--- src/rtl/udpy_rr_evaluator_pkg.sv ---
// Purpose : shared constants and the reference Y function for the round-robin evaluator.
// Latency : n/a (package).
// Backpressure: n/a (package).
// Contents: NREQ/CNTW defaults, udpy_f(abcd) = A&~B&D | B&C&~D | A&C.
package udpy_pkg;

  localparam int NREQ = 4;
  localparam int CNTW = 8;

  // abcd is ordered {A,B,C,D} with A in bit 3.
  function automatic logic udpy_f(input logic [3:0] abcd);
    logic a, b, c, d;
    {a, b, c, d} = abcd;
    return (a & ~b & d) | (b & c & ~d) | (a & c);
  endfunction

endpackage

--- src/rtl/udpy_rr_evaluator_if.sv ---
// Purpose : request/result bundle between requesters and the shared evaluator.
// Latency : n/a (wires only).
// Backpressure: none; requesters hold req/abcd until their gnt bit is seen.
// Ports   : req/abcd/clr driven by master, gnt/y_valid/y_out/y_id/ones_cnt/busy driven by slave.
interface udpy_rr_evaluator_if #(
  parameter int NREQ = 4,
  parameter int CNTW = 8
) ();
  localparam int IDW = $clog2(NREQ);

  logic [NREQ-1:0]   req;
  logic [4*NREQ-1:0] abcd;
  logic              clr;
  logic [NREQ-1:0]   gnt;
  logic              y_valid;
  logic              y_out;
  logic [IDW-1:0]    y_id;
  logic [CNTW-1:0]   ones_cnt;
  logic              busy;

  modport master (
    output req, abcd, clr,
    input  gnt, y_valid, y_out, y_id, ones_cnt, busy
  );

  modport slave (
    input  req, abcd, clr,
    output gnt, y_valid, y_out, y_id, ones_cnt, busy
  );
endinterface

--- src/rtl/udpy_rr_evaluator_eval.sv ---
// Purpose : combinational Y = A&~B&D | B&C&~D | A&C on one 4-bit vector.
// Latency : 0 cycles (pure combinational).
// Backpressure: none.
// Ports   : abcd {A,B,C,D} in, y out.
module udpy_eval
  import udpy_pkg::*;
(
  input  logic [3:0] abcd,
  output logic       y
);
  assign y = udpy_f(abcd);
endmodule

--- src/rtl/udpy_rr_evaluator.sv ---
// Purpose : round-robin arbiter feeding one shared Y evaluator, with saturating count of Y=1 results.
// Latency : 1 cycle from req/abcd sampled at an edge to registered gnt/y_valid/y_out/y_id.
// Backpressure: none; a requester simply stays asserted until it sees its gnt bit.
// Ports   : clk, rst_n (async active-low), bus (slave modport: req, abcd, clr -> gnt, y_valid, y_out, y_id, ones_cnt, busy).
module udpy_rr_evaluator
  import udpy_pkg::*;
#(
  parameter int NREQ = udpy_pkg::NREQ,
  parameter int CNTW = udpy_pkg::CNTW,
  localparam int IDW = $clog2(NREQ)
) (
  input  logic                 clk,
  input  logic                 rst_n,
  udpy_rr_evaluator_if.slave   bus
);

  logic [IDW-1:0]  ptr_q, ptr_d;
  logic [NREQ-1:0] gnt_q, gnt_d;
  logic            y_valid_q, y_valid_d;
  logic            y_out_q, y_out_d;
  logic [IDW-1:0]  y_id_q, y_id_d;
  logic [CNTW-1:0] cnt_q, cnt_d;

  logic            found;
  logic [IDW-1:0]  win_id;
  logic [3:0]      win_abcd;
  logic            win_y;

  // Rotating priority search: offset k from ptr, wrapped explicitly so
  // non-power-of-two NREQ never lands on a nonexistent index.
  always_comb begin
    int idx;
    found    = 1'b0;
    win_id   = '0;
    win_abcd = '0;
    idx      = 0;
    for (int k = 0; k < NREQ; k++) begin
      idx = int'(ptr_q) + k;
      if (idx >= NREQ) idx = idx - NREQ;
      if (!found && bus.req[idx]) begin
        found    = 1'b1;
        win_id   = IDW'(idx);
        win_abcd = bus.abcd[4*idx +: 4];
      end
    end
  end

  udpy_eval u_eval (
    .abcd (win_abcd),
    .y    (win_y)
  );

  always_comb begin
    gnt_d     = '0;
    y_valid_d = found;
    y_out_d   = y_out_q;
    y_id_d    = y_id_q;
    ptr_d     = ptr_q;
    cnt_d     = cnt_q;
    if (found) begin
      gnt_d[win_id] = 1'b1;
      y_out_d       = win_y;
      y_id_d        = win_id;
      ptr_d         = (win_id == IDW'(NREQ - 1)) ? '0 : win_id + 1'b1;
      if (win_y && (cnt_q != {CNTW{1'b1}})) cnt_d = cnt_q + 1'b1;
    end
    // Clear takes priority over a same-edge increment.
    if (bus.clr) cnt_d = '0;
  end

  always_ff @(posedge clk or negedge rst_n) begin
    if (!rst_n) begin
      ptr_q     <= '0;
      gnt_q     <= '0;
      y_valid_q <= 1'b0;
      y_out_q   <= 1'b0;
      y_id_q    <= '0;
      cnt_q     <= '0;
    end else begin
      ptr_q     <= ptr_d;
      gnt_q     <= gnt_d;
      y_valid_q <= y_valid_d;
      y_out_q   <= y_out_d;
      y_id_q    <= y_id_d;
      cnt_q     <= cnt_d;
    end
  end

  assign bus.gnt      = gnt_q;
  assign bus.y_valid  = y_valid_q;
  assign bus.y_out    = y_out_q;
  assign bus.y_id     = y_id_q;
  assign bus.ones_cnt = cnt_q;
  assign bus.busy     = |bus.req;

endmodule
--- src/flat_wrapper.sv ---
// flat-port wrapper written by rule: the top's interface ports become plain ports
module udpy_rr_evaluator_flat import udpy_pkg::*;
#(
  parameter int NREQ = udpy_pkg::NREQ,
  parameter int CNTW = udpy_pkg::CNTW,
  localparam int IDW = $clog2(NREQ)
)
  (clk, rst_n, bus_req, bus_abcd, bus_clr, bus_gnt, bus_y_valid, bus_y_out, bus_y_id, bus_ones_cnt, bus_busy);
  udpy_rr_evaluator_if #(.NREQ(NREQ), .CNTW(CNTW)) bus_i ();
  input  logic clk;
  input  logic rst_n;
  input wire logic [$bits(bus_i.req)-1:0] bus_req;
  input wire logic [$bits(bus_i.abcd)-1:0] bus_abcd;
  input wire logic [$bits(bus_i.clr)-1:0] bus_clr;
  output wire logic [$bits(bus_i.gnt)-1:0] bus_gnt;
  output wire logic [$bits(bus_i.y_valid)-1:0] bus_y_valid;
  output wire logic [$bits(bus_i.y_out)-1:0] bus_y_out;
  output wire logic [$bits(bus_i.y_id)-1:0] bus_y_id;
  output wire logic [$bits(bus_i.ones_cnt)-1:0] bus_ones_cnt;
  output wire logic [$bits(bus_i.busy)-1:0] bus_busy;
  assign bus_i.req = bus_req;
  assign bus_i.abcd = bus_abcd;
  assign bus_i.clr = bus_clr;
  assign bus_gnt = bus_i.gnt;
  assign bus_y_valid = bus_i.y_valid;
  assign bus_y_out = bus_i.y_out;
  assign bus_y_id = bus_i.y_id;
  assign bus_ones_cnt = bus_i.ones_cnt;
  assign bus_busy = bus_i.busy;
  udpy_rr_evaluator #(.NREQ(NREQ), .CNTW(CNTW)) u_core (.clk(clk), .rst_n(rst_n), .bus(bus_i));
endmodule
--- config.mk ---
export PLATFORM = sky130hd
export DESIGN_NAME = udpy_rr_evaluator_flat
export DESIGN_NICKNAME = d
export VERILOG_FILES = /design/src/rtl/udpy_rr_evaluator_pkg.sv /design/src/rtl/udpy_rr_evaluator_if.sv /design/src/rtl/udpy_rr_evaluator_eval.sv /design/src/rtl/udpy_rr_evaluator.sv /design/src/flat_wrapper.sv
export SDC_FILE = /design/constraint.sdc
export NUM_CORES = 1
export LEC_CHECK = 0
export ABC_AREA = 1
export CAP_MARGIN = 15
export CORE_ASPECT_RATIO = 0.6
export CORE_MARGIN = 2
export CORE_UTILIZATION = 55
export DETAILED_ROUTE_END_ITERATION = 10
export GPL_TIMING_DRIVEN = 0
export PLACE_DENSITY_LB_ADDON = 0.05
export SYNTH_ARGS = -nofsm -noshare
export SYNTH_HDL_FRONTEND = slang
export SYNTH_SLANG_ARGS = --single-unit
--- constraint.sdc ---
create_clock -name clk -period 4.42 [get_ports clk]
set_input_delay 1.105 -clock clk [delete_from_list [all_inputs] [get_ports clk]]
set_output_delay 1.105 -clock clk [all_outputs]
set_load 0.01 [all_outputs]
; ---- Word level (Yosys, flattened, before mapping)
; Cells that the tools add are included.
; W data, S select, Z words.
[classes]
addsub = 9
magnitude_cmp = 10
eq_ne = 2
n_shift = 4
mux = 35
bitwise_logic = 9
reduce_logical = 12
[ops]
columns = operator, n
row1 = $lt A32 B4 Y1 const B, 4
row2 = $mux W32, 4
row3 = $shiftx A16 B32 Y4, 4
row4 = $ge A32 B4 Y1 const B, 3
row5 = $sub A32 B4 Y32 const B, 3
row6 = $mux W8, 3
row7 = $mux W4, 5
row8 = $mux W1, 13
row9 = $mux W2, 5
row10 = $add A8 B1 Y8 const B, 1
row11 = $bmux W1 S2, 4
row12 = $ne A8 B8 Y1 const B, 1
row13 = $add A2 B2 Y3 const B, 2
row14 = $and A1 B1 Y1, 5
row15 = $logic_and A1 B1 Y1, 5
row16 = $reduce_bool A2 Y1, 2
row17 = $reduce_or A4 Y1, 1
row18 = $sub A2 B3 Y4 const B, 1
row19 = $add A2 B1 Y3 const B, 1
row20 = $ge A2 B3 Y1 const B, 1
row21 = $logic_not A1 Y1, 3
row22 = $lt A2 B3 Y1 const B, 1
row23 = $add A2 B1 Y2 const B, 1
row24 = $demux W1 S2, 1
row25 = 5 further kinds, 7
[word_totals]
ff_bits = 18
in_bits = 23
output_inout_bits = 17
word_cells = 87

; ---- Longest topological paths before layout
; Gate-level depths: netlist of run 1.
[depth]
word_depth = 24
depth_mapped = 20
depth_no_buf = 17

; ---- Modules after synthesis
; Synthesis of run 1 repeated with hierarchy kept, for this count alone.
[hier_totals]
cells_unflattened = 271
hier_area_um2 = 1759.2
[modules_own_cells]
columns = module, n_inst, cells_each, area_each_um2, seq_area_each_um2
row1 = udpy_rr_evaluator, 1, 265, 1732.9, 450.4
row2 = udpy_eval, 1, 6, 26.3, 0.0

; ---- Worst setup path after synthesis of run 1
; No wires, ideal clock.
[synth_path]
kind = register to output
startpoint = register u_core.ptr_q[0] (netlist name)
endpoint = output bus_busy
t_arrival_ns = 2.162
t_required_ns = 3.315
slack_ns = 1.153
path_stages_with_launch = 13
n_path_buf = 4
cell_sequence = dfrtp_1 > buf_6 > inv_4 > buf_8 > buf_8 > ha_1 > inv_2 > nand3_2 > nand2_4 > nand3_4 > nor3_1 > buf_2 > inv_1
[synth_rtl]
columns = item, line_no
row1 = end: declaration, flat_wrapper.sv:20  ; output wire logic [$bits(bus_i.busy)-1:0] bus_busy;

==> out/metrics.yaml, run 1 <==
routed_wl_um: 4064
yosys-top-cells-count: "nand2_1 (93), inv_1 (34), nand3_1 (24), nor2_1 (19), dfrtp_1 (18)"
power.share.sequential_pct: 15.3
grt_pass1_vias: 1568
synth_compound_area_share_pct: 10.06
final_cell_area_sq_mm: 0.002316
dieWidth_um: 78.20
cts_tree: "yes"
place_worst_setup_slack_ns: 0.2877
powerDensity_mw_per_mm2: 785.9
synth_edf_count: 0
worstSetupStartpointType: "register"
drc_errors: 0
outcome: "finished clean"
synth_top_family_by_area: "simple AND/OR/NAND/NOR gates"
die_area_sq_mm: 0.003794
leakage_nw: 1.183
setup_viol: 0
slowest_delay_ns: 0.47
fillers: 290
diodes: 0
crit_slowest_cell: "clkdlybuf4s50_1"
critPathRequiredTime_ns: 3.31
synth_area_leaders: "dfrtp_1 (25%), nand2_1 (19%), inv_1 (7.0%), ha_1 (6.9%), nand3_1 (6.6%)"
p_int_w: 0.0008426
ff2ff_setup_slack_ns: 1.29
synthCells: 277
seq_area_sq_um: 450.4
drive_above_1_share_pct: 13.79
clockBufferDepth: 2
cts_buffers: 3
cp_top_family: "buffers and inverters"
yosys.area_share.simple_pct: 45.11
drt-wirelength-per-cell_um: 11.16
worstPathCellList: "buf_6 > inv_4 > buf_8 > buf_8 > ha_1 > inv_2 > nand3_2 > nand2_4 > nand3_4 > nor3_2 > clkbuf_4 > inv_1 > clkdlybuf4s50_1"
core.rowCount: 16
ys_ff_latch: 18
setup_ws_ns: 0.2328
antenna_found_initial: 0
drt_iter0_markers: 131
hpwl_um: 3201
p_clk_share_pct: 7.5
cp_num_buf_inv: 8
syn_area_sq_mm: 0.001817
hp-class: "reg2reg"
grt_max_degree: 19
core-area_sq_mm: 0.003203
fin_skew_ns: 0.006420
r2r-end: "u_core.ptr_q[0]$_DFFE_PN0P_"
finalWeightedCongestion: 0.8886
worst_pin_slew_ns: 0.7973
hold_violations: 0
synth_top_area_cell: "dfrtp_1"
h-tree-depth: 1
post_dp_cell_area_sq_mm: 0.002253
ys_types: 35
synthFlopType: "dfrtp_1"
slew_violations: 0
synth_fa_ha_area_share_pct: 6.887
fin_util_pct: 72.30
layout_min_cycle_time_ns: 4.187
clock_sinks: 18
p_switching_w: 0.0009776
dr_total_vias: 1771
rsz0062_at_grt: "false"
detail-route-antenna-nets: 0
gr-total-overflow: 0
grt_pass1_wl_um: 7031
drt_first_pass_iters: 5
cpMostUsedCell: "buf_8"
setup_tns_ns: 0
area_growth_pct: 27.48
start_util_pct: 56.72
final_nets: 353
swShare_pct: 53.71
hold_buffers: 0
ys_async_sr_fraction_pct: 100.0
hp-start: "u_core.bus.y_id[0]$_DFFE_PN0P_"
ff2ff_path_depth: 16
synthMuxAreaShare_pct: 0
cts_root_buf: "clkbuf_8"
synth_top_area_share_pct: 24.79
grt_usage_pct: 23.31
cts_setup_buffers: 0
multi_input_area_sq_mm: 0.001159
yosysMostFrequentCell: "nand2_1"
min_path_cells: 2
hold_end: "u_core.bus.y_id[0]$_DFFE_PN0P_"
synth_xor_area_share_pct: 1.446
critPathKind: "reg2out"
insertion_delay_ns: 0.26
yosysSeqAreaShare_pct: 24.79
cap_violations: 0
ios: 40
avgSynthCellArea_sq_um: 6.559
cts-resized-gates: 0
syn_nets: 310
cts.clk_slew.worst_paths_ns: 0.07
max_freq_mhz: 238.8
yosys_warnings: 0
rr_startpoint: "u_core.ptr_q[0]$_DFFE_PN0P_"
irDropWorstVdd_uv: 567.3
vias_per_cell: 4.865
relSlewSlack_pct: 46.68
cp.arrival_ns: 3.08
port_buffers: 38
finalCritPeriodShare_pct: 94.73
crit_fanout: 11
p_comb_share_pct: 77.2
die_y_um: 48.52
end_kind: "output port"
==> power groups by stage <==
stage | registers (W) | logic [W] | clock network (W)
final | 0.000278 | 0.00141 | 0.000136
after global routing | 0.000286 | 0.00157 | 0.000146
after detailed placement | 0.000280 | 0.00139 | 0
after global placement | 0.000280 | 0.00137 | 0
after CTS | 0.000277 | 0.00140 | 0.000139
after floorplan | 0.000293 | 0.00105 | 0
==> worst register-to-register path, cell delays in order, from the launching register on <==
cell     delay, ns
dfrtp_1       0.42
buf_6         0.17
inv_4         0.04
buf_8         0.14
buf_8         0.14
ha_1          0.43
inv_2         0.16
nand3_2       0.12
nand2_4       0.08
nand3_4       0.10
nor2_2        0.06
o31ai_1       0.56
inv_1         0.15
ha_1          0.23
inv_1         0.07
nand3_1       0.07
o21ai_0       0.11
==> how the worst max path moves through the flow <==
stage                                            from  endpoint  cells past startpoint
final                     u_core.ptr_q[0]$_DFFE_PN0P_  bus_busy                     13
after detailed placement                   bus_req[2]  bus_busy                      9
after floorplan           u_core.ptr_q[0]$_DFFE_PN0P_  bus_busy                     12
after global routing      u_core.ptr_q[0]$_DFFE_PN0P_  bus_busy                     13
after CTS                 u_core.ptr_q[0]$_DFFE_PN0P_  bus_busy                     13
after global placement                     bus_req[3]  bus_busy                      9
==> layout make-up <==
class	count	area share (%)
tap	45	2.431
timing repair buffer	38	16.42
multi-input combinational	212	50.03
buffer	7	2.701
clock buffer	4	2.377
sequential	18	19.45
inverter	40	6.591
==> flip-flops by register name (all words and copies together), names as in the netlist <==
| signal | cells |
|---|---|
| u_core.bus.ones_cnt | 8 |
| u_core.bus.gnt | 4 |
| u_core.bus.y_id | 2 |
| u_core.ptr_q | 2 |
| u_core.bus.y_out | 1 |
| u_core.bus.y_valid | 1 |
==> kinds of logic after synthesis <==
group | Yosys count
AOI/OAI and AO/OA | 31
xor gates and xnor gates | 3
adders and majority gates | 10
buffers and inverters | 47
DFF | 18
and+or+nand+nor | 168
==> through the flow <==
step | total power [W] | hold WS, ns | instances
after floorplan | 0.001339 | 0.5168 | 277
after global placement | 0.001649 | 0.4670 | 360
after detailed placement | 0.001670 | 0.4720 | 360
after CTS | 0.001813 | 0.4878 | 364
after global routing | 0.002005 | 0.5001 | 364
final | 0.001820 | 0.4849 | 364
==> metal layers <==
layer,vias up,track usage (%),share of wire (%)
met4,0,2.632,0.17
met5,-,0,0
met2,60,34.63,40
met1,759,35.34,53
li1,950,-,-
met3,2,5.784,7.3
==> placed cells by master (no fill, tap or decap), drive strengths merged <==
cell / instances
nand2: 109
inv: 39
clkdlybuf4s50: 38
nand3: 30
nor2: 22
o21ai: 22
dfrtp: 18
ha: 10
clkbuf: 6
buf: 5
a21oi: 4
nor3: 3
and2: 2
xor2: 2
a31oi: 1
o31ai: 1
o2111ai: 1
a21boi: 1
and3: 1
clkinv: 1
a22o: 1
xnor2: 1
nor3b: 1
Note: power is estimated with default switching activity, not from simulation.
==> run 2: changes to the inputs <==
--- a/config.mk
+++ b/config.mk
@@ -6,7 +6,7 @@
 export NUM_CORES = 1
 export LEC_CHECK = 0
 export ABC_AREA = 1
-export CAP_MARGIN = 15
+export CAP_MARGIN = 10
 export CORE_ASPECT_RATIO = 0.6
 export CORE_MARGIN = 2
 export CORE_UTILIZATION = 55
==> constraint.sdc (replaced) <==
create_clock -name clk -period 4.42 [get_ports clk]
set_input_delay 0.442 -clock clk [delete_from_list [all_inputs] [get_ports clk]]
set_output_delay 0.442 -clock clk [all_outputs]
set_load 0.01 [all_outputs]
==> run 2 against run 1 <==
Against the previous run:
- first-iteration DRC count unchanged
- sequential cell count unchanged
- clock-buffer cell count unchanged
- register-to-register slack about the same
- maximum frequency up 17%
- critical path depth unchanged
- largest cell class unchanged
==> out/metrics.yaml, run 2 (synthesis results as in run 1) <==
irDropWorstVdd_uv: 557.9  # -1.7%
leakage_nw: 1.183  # about the same
grt_usage_pct: 23.31  # unchanged
slew_violations: 0  # unchanged
antenna_found_initial: 0  # unchanged
drt_first_pass_iters: 6  # +1
crit_slowest_cell: "clkdlybuf4s50_1"
insertion_delay_ns: 0.26  # about the same
fin_skew_ns: 0.005557  # -0.0008630 ns
critPathRequiredTime_ns: 3.98  # +0.67 ns
final_common_cell: "nand2_1"
cp.arrival_ns: 3.14  # +0.06 ns
hpwl_um: 3201  # unchanged
hold_violations: 0  # unchanged
grt_max_degree: 19  # unchanged
cts-resized-gates: 0  # unchanged
cts_root_buf: "clkbuf_8"
clockBufferDepth: 2  # unchanged
ios: 40  # unchanged
finalCritPeriodShare_pct: 81.04  # -14 points
cts_setup_buffers: 0  # unchanged
slowest_delay_ns: 0.48  # about the same
drc_errors: 0  # unchanged
detail-route-antenna-nets: 0  # unchanged
drt_iter0_markers: 131  # unchanged
grt_pass1_vias: 1568  # unchanged
hold_buffers: 0  # unchanged
layout_min_cycle_time_ns: 3.582  # -0.6052 ns
top_layer_used: "met4"
max_freq_mhz: 279.2  # +17%
cp_top_family: "buffers and inverters"
final_cell_mix: "nand2_1 (93), clkdlybuf4s50_1 (38), inv_1 (34)"
grt_pass1_wl_um: 7031  # unchanged
setup_tns_ns: 0  # unchanged
relSlewSlack_pct: 45.29  # -1.4 points
setup_viol: 0  # unchanged
cp_num_buf_inv: 8  # unchanged
vias_per_cell: 4.896  # +0.62%
core-area_sq_mm: 0.003203  # unchanged
worstPathCellList: "buf_6 > inv_4 > buf_8 > buf_8 > ha_1 > inv_2 > nand3_2 > nand2_4 > nand3_4 > nor3_1 > buf_2 > inv_1 > clkdlybuf4s50_1"
die_area_sq_mm: 0.003794  # unchanged
cap_violations: 0  # unchanged
outcome: "finished clean"
worst_pin_slew_ns: 0.8181  # +0.02079 ns
finalWeightedCongestion: 0.8886  # unchanged
layoutNonFillerInstCount: 364  # unchanged
port_buffers: 38  # unchanged
power_w: 0.001813  # -0.37%
powerDensity_mw_per_mm2: 785.6  # about the same
core.rowCount: 16  # unchanged
cts_buffers: 3  # unchanged
cts_tree: "yes"
die_y_um: 48.52  # unchanged
gr-total-overflow: 0  # unchanged
wl_met3_um: 300  # +1.4%
cts.clk_slew.worst_paths_ns: 0.07  # about the same
area_growth_pct: 27.07
clock_sinks: 18  # unchanged
final_nets: 353  # unchanged
diodes: 0  # unchanged
cpMostUsedCell: "buf_8"
dieWidth_um: 78.20  # unchanged
crit_fanout: 11  # unchanged
critPathKind: "reg2out"
hp-class: "reg2reg"
drt-wirelength-per-cell_um: 11.23  # +0.54%
dp_cells: 360  # unchanged
routed_wl_um: 4086  # +0.54%
end_kind: "output port"
largest_register_ffs: 8  # unchanged
drive_above_1_share_pct: 13.48  # -0.31 points
dr_total_vias: 1782  # +0.62%
worstSetupStartpointType: "register"
h-tree-depth: 1  # unchanged
start_util_pct: 56.72  # unchanged
rsz0062_at_grt: "false"
m1WireLength_um: 2157  # +0.89%
route.met2.wl_um: 1621  # about the same
## run 2: changes by cell type in the layout (fill, tap and decap cells not counted), sizes merged
cell / previous run / this run
clkbuf: 6 / 5
buf: 5 / 6
## run 2: layer usage
metal  vias up  track usage, %
li1        952               -
met1       772           35.34
met2        56           34.63
met3         2           5.784
met4         0           2.632
met5         -               0
## run 2: final timing paths
check | start | end | slack [ns] | cells past startpoint
max | u_core.ptr_q[0]$_DFFE_PN0P_ | bus_busy | 0.84 | 13
min | u_core.bus.y_id[0]$_DFFE_PN0P_ | u_core.bus.y_id[0]$_DFFE_PN0P_ | 0.48 | 2
max reg2reg | u_core.ptr_q[0]$_DFFE_PN0P_ | u_core.ptr_q[0]$_DFFE_PN0P_ | 1.29 | 16
min reg2reg | u_core.bus.y_id[0]$_DFFE_PN0P_ | u_core.bus.y_id[0]$_DFFE_PN0P_ | 0.48 | 2
max in group asynchronous | rst_n | u_core.bus.gnt[1]$_DFF_PN0_ | 3.25 | 1
min in group asynchronous | rst_n | u_core.bus.ones_cnt[3]$_DFFE_PN0P_ | 0.65 | 1
## run 2: final cells by class
cell class | count | area [sq um]
sequential | 18 | 450.4
multi-input combinational | 212 | 1154
clock buffer | 4 | 55.05
timing repair buffer | 38 | 380.4
buffer | 7 | 60.06
tap | 45 | 56.30
inverter | 40 | 152.6
fill | 293 | 894.6
## run 2: power breakdown
part	internal, W	switching [W]	leakage (nW)
clock network	0.0000792	0.0000567	0.0288
logic	0.000532	0.000869	0.924
registers	0.000229	0.0000484	0.230
total	0.000839	0.000974	1.18
## run 2: worst reg2reg max path, stage by stage (launching register included)
cell and delay (ns):
dfrtp_1 0.42, buf_6 0.17, inv_4 0.05, buf_8 0.14
buf_8 0.14, ha_1 0.43, inv_2 0.15, nand3_2 0.12
nand2_4 0.08, nand3_4 0.09, nor2_2 0.05, o31ai_1 0.57
inv_1 0.15, ha_1 0.23, inv_1 0.07, nand3_1 0.07
o21ai_0 0.11
## run 2: per-stage QoR
| stage | hold WS (ns) | util [%] | area [sq um] | setup WS, ns |
|---|---|---|---|---|
| finish | 0.4850 | 72.07 | 2308 | 0.8380 |
| global placement | 0.4670 | 70.35 | 2253 | 1.137 |
| CTS | 0.4878 | 72.07 | 2308 | 0.8100 |
| floorplan | 0.1464 | - | 1817 | 1.707 |
| global route | 0.5001 | 72.07 | 2308 | 0.5775 |
| detailed placement | 0.4720 | 70.35 | 2253 | 1.096 |
==> run 3: changes to the inputs <==
--- a/config.mk
+++ b/config.mk
@@ -9,7 +9,7 @@
 export CAP_MARGIN = 10
 export CORE_ASPECT_RATIO = 0.6
 export CORE_MARGIN = 2
-export CORE_UTILIZATION = 55
+export CORE_UTILIZATION = 51
 export DETAILED_ROUTE_END_ITERATION = 10
 export GPL_TIMING_DRIVEN = 0
 export PLACE_DENSITY_LB_ADDON = 0.05
==> constraint.sdc (replaced) <==
create_clock -name clk -period 3.35 [get_ports clk]
set_input_delay 0.335 -clock clk [delete_from_list [all_inputs] [get_ports clk]]
set_output_delay 0.335 -clock clk [all_outputs]
set_load 0.01 [all_outputs]
==> run 3 against run 2 <==
Against the previous run:
- register-to-register slack got worse by 0.90 ns
- critical path depth unchanged
- first-iteration DRC count rose by 16%
- hold slack improved by 0.0090 ns
- cell count is 0.27% higher
- cell area grew 1.7%
- highest routed layer is now met3
- non-clock buffer count is 1 higher
- core utilization decreased by 1.4 points
- clock-buffer cell count stayed put
- worst setup slack worse by 0.66 ns
- die area rose by 7.3%
==> out/metrics.yaml, run 3 (synthesis results as in run 1) <==
grt_usage_pct: 23.05  # -0.26 points
grt_pass1_wl_um: 7376  # +4.9%
drt-wirelength-per-cell_um: 11.76  # +4.8%
leakage_nw: 1.194  # +0.88%
finalCritPeriodShare_pct: 94.77
slew_violations: 0  # unchanged
die_area_sq_mm: 0.004071  # +7.3%
rsz0062_at_grt: "false"
detail-route-antenna-nets: 0  # unchanged
grt_pass1_vias: 1651  # +5.3%
p_switching_w: 0.001343  # +38%
seq_area_sq_um: 450.4  # unchanged
swShare_pct: 53.84  # +0.13 points
gr-total-overflow: 0  # unchanged
drc_errors: 0  # unchanged
relSlewSlack_pct: 44.04  # -1.2 points
largest_register_ffs: 8  # unchanged
diodes: 0  # unchanged
clock_sinks: 18  # unchanged
core-area_sq_mm: 0.003323  # +3.8%
fillers: 293  # unchanged
core.rowCount: 16  # unchanged
cts_tree: "yes"
port_buffers: 38  # unchanged
final_cell_mix: "nand2_1 (93), clkdlybuf4s50_1 (38), inv_1 (34)"
die_y_um: 50.23  # +3.5%
p_clk_share_pct: 7.2  # -0.3 points
finalWeightedCongestion: 0.8556  # -3.7%
dieWidth_um: 81.05  # +3.7%
hpwl_um: 3345  # +4.5%
cts_root_buf: "clkbuf_8"
p_comb_share_pct: 78.1  # +0.9 points
drt_iter0_markers: 152  # +16%
fin_skew_ns: 0.006024  # +0.0004663 ns
setup_viol: 0  # unchanged
start_util_pct: 54.67  # -2.1 points
end_kind: "output port"
area_growth_pct: 29.27
setup_tns_ns: 0  # unchanged
h-tree-depth: 1  # unchanged
clockBufferDepth: 2  # unchanged
critPathRequiredTime_ns: 3.01  # -0.97 ns
hold_violations: 0  # unchanged
ios: 40  # unchanged
cp.arrival_ns: 2.84  # -0.30 ns
power.share.sequential_pct: 14.7  # -0.6 points
worst_pin_slew_ns: 0.8368  # +0.01867 ns
p_int_w: 0.001152  # +37%
final_nets: 354  # +0.28%
worstSetupStartpointType: "register"
crit_fanout: 11  # unchanged
insertion_delay_ns: 0.26  # about the same
max_freq_mhz: 315.0
cts_buffers: 3  # unchanged
vias_per_cell: 5.036  # +2.9%
grt_max_degree: 19  # unchanged
cap_violations: 0  # unchanged
antenna_found_initial: 0  # unchanged
outcome: "finished clean"
routed_wl_um: 4293  # +5.1%
hold_buffers: 0  # unchanged
drive_above_1_share_pct: 14.37  # +0.90 points
cts.clk_slew.worst_paths_ns: 0.07  # about the same
drt_first_pass_iters: 6  # unchanged
irDropWorstVdd_uv: 725.8  # +30%
hold-worst-slack_ns: 0.4940  # +0.008969 ns
multi_input_area_sq_mm: 0.001177  # +2.1%
final_common_cell: "nand2_1"
powerDensity_mw_per_mm2: 1062  # +35%
critPathKind: "reg2out"
layout_min_cycle_time_ns: 3.175
dr_total_vias: 1838  # +3.1%
hp-class: "reg2reg"
-- run 3: cell types whose count changed in the layout (fill, tap and decap cells not counted) --
| cell | previous run | this run |
|---|---|---|
| nor3_1 | 3 | 2 |
| buf_6 | 1 | 2 |
| nor3_4 | 0 | 1 |
| inv_2 | 4 | 3 |
| buf_4 | 0 | 1 |
| ha_1 | 10 | 9 |
| ha_4 | 0 | 1 |
| buf_2 | 3 | 2 |
| inv_4 | 1 | 2 |
-- run 3: worst max-delay path, stage by stage (launching register included) --
cell	delay, ns
dfrtp_1	0.42
buf_6	0.17
inv_4	0.05
buf_8	0.14
buf_8	0.15
ha_4	0.28
inv_4	0.12
nand3_2	0.11
nand2_4	0.11
nand3_4	0.12
nor3_4	0.24
buf_6	0.16
inv_1	0.04
clkdlybuf4s50_1	0.47
-- run 3: power groups by stage --
stage / clock [W] / sequential [W] / combinational [W]
global placement: 0 / 0.000368 / 0.00182
CTS: 0.000182 / 0.000368 / 0.00188
global route: 0.000189 / 0.000381 / 0.00219
detailed placement: 0 / 0.000371 / 0.00186
floorplan: 0 / 0.000387 / 0.00138
finish: 0.000179 / 0.000368 / 0.00195
-- run 3: through the flow --
| step | worst slack [ns] | utilization (%) | std cells | total power, W | instance area, sq um |
|---|---|---|---|---|---|
| 3_5_place_dp | 0.1391 | 67.81 | 360 | 0.002229 | 2253 |
| 2_1_floorplan | 0.6371 | - | 277 | 0.001767 | 1817 |
| 4_1_cts | 0.04061 | 69.69 | 364 | 0.002434 | 2316 |
| 5_1_grt | 0.05606 | 70.67 | 365 | 0.002763 | 2349 |
| 3_3_place_gp | 0.1693 | 67.81 | 360 | 0.002187 | 2253 |
| 6_report | 0.1751 | 70.67 | 365 | 0.002495 | 2349 |
-- run 3: layout make-up --
class	count	share of cell area, %
Multi-Input combinational cell	212	50.13
Sequential cell	18	19.18
Tap cell	45	2.397
Timing Repair Buffer	39	16.52
Clock buffer	4	2.344
Buffer	7	2.824
Inverter	40	6.606
-- run 3: worst paths after layout --
| check | to | start | cells past startpoint | slack [ns] |
|---|---|---|---|---|
| max in group asynchronous | u_core.bus.gnt[1]$_DFF_PN0_ | rst_n | 1 | 2.27 |
| min | u_core.bus.y_id[1]$_DFFE_PN0P_ | u_core.bus.y_id[1]$_DFFE_PN0P_ | 2 | 0.49 |
| min in group asynchronous | u_core.bus.ones_cnt[3]$_DFFE_PN0P_ | rst_n | 1 | 0.55 |
| max reg2reg | u_core.ptr_q[0]$_DFFE_PN0P_ | u_core.ptr_q[0]$_DFFE_PN0P_ | 16 | 0.39 |
| max | bus_busy | u_core.ptr_q[0]$_DFFE_PN0P_ | 13 | 0.18 |
| min reg2reg | u_core.bus.y_id[1]$_DFFE_PN0P_ | u_core.bus.y_id[1]$_DFFE_PN0P_ | 2 | 0.49 |
-- run 3: what timing repair did --
action,4_1_cts,5_1_grt
setup buffers,0,1
resized for setup,3,4
endpoints found under the setup margin,1,1
-- run 3: routing by layer --
layer,track usage [%],part of all wire [%],vias to the layer above
li1,-,-,953
met1,34.38,50,827
met4,1.695,0,0
met3,5.036,6.9,0
met5,0,0,-
met2,35.54,43,58
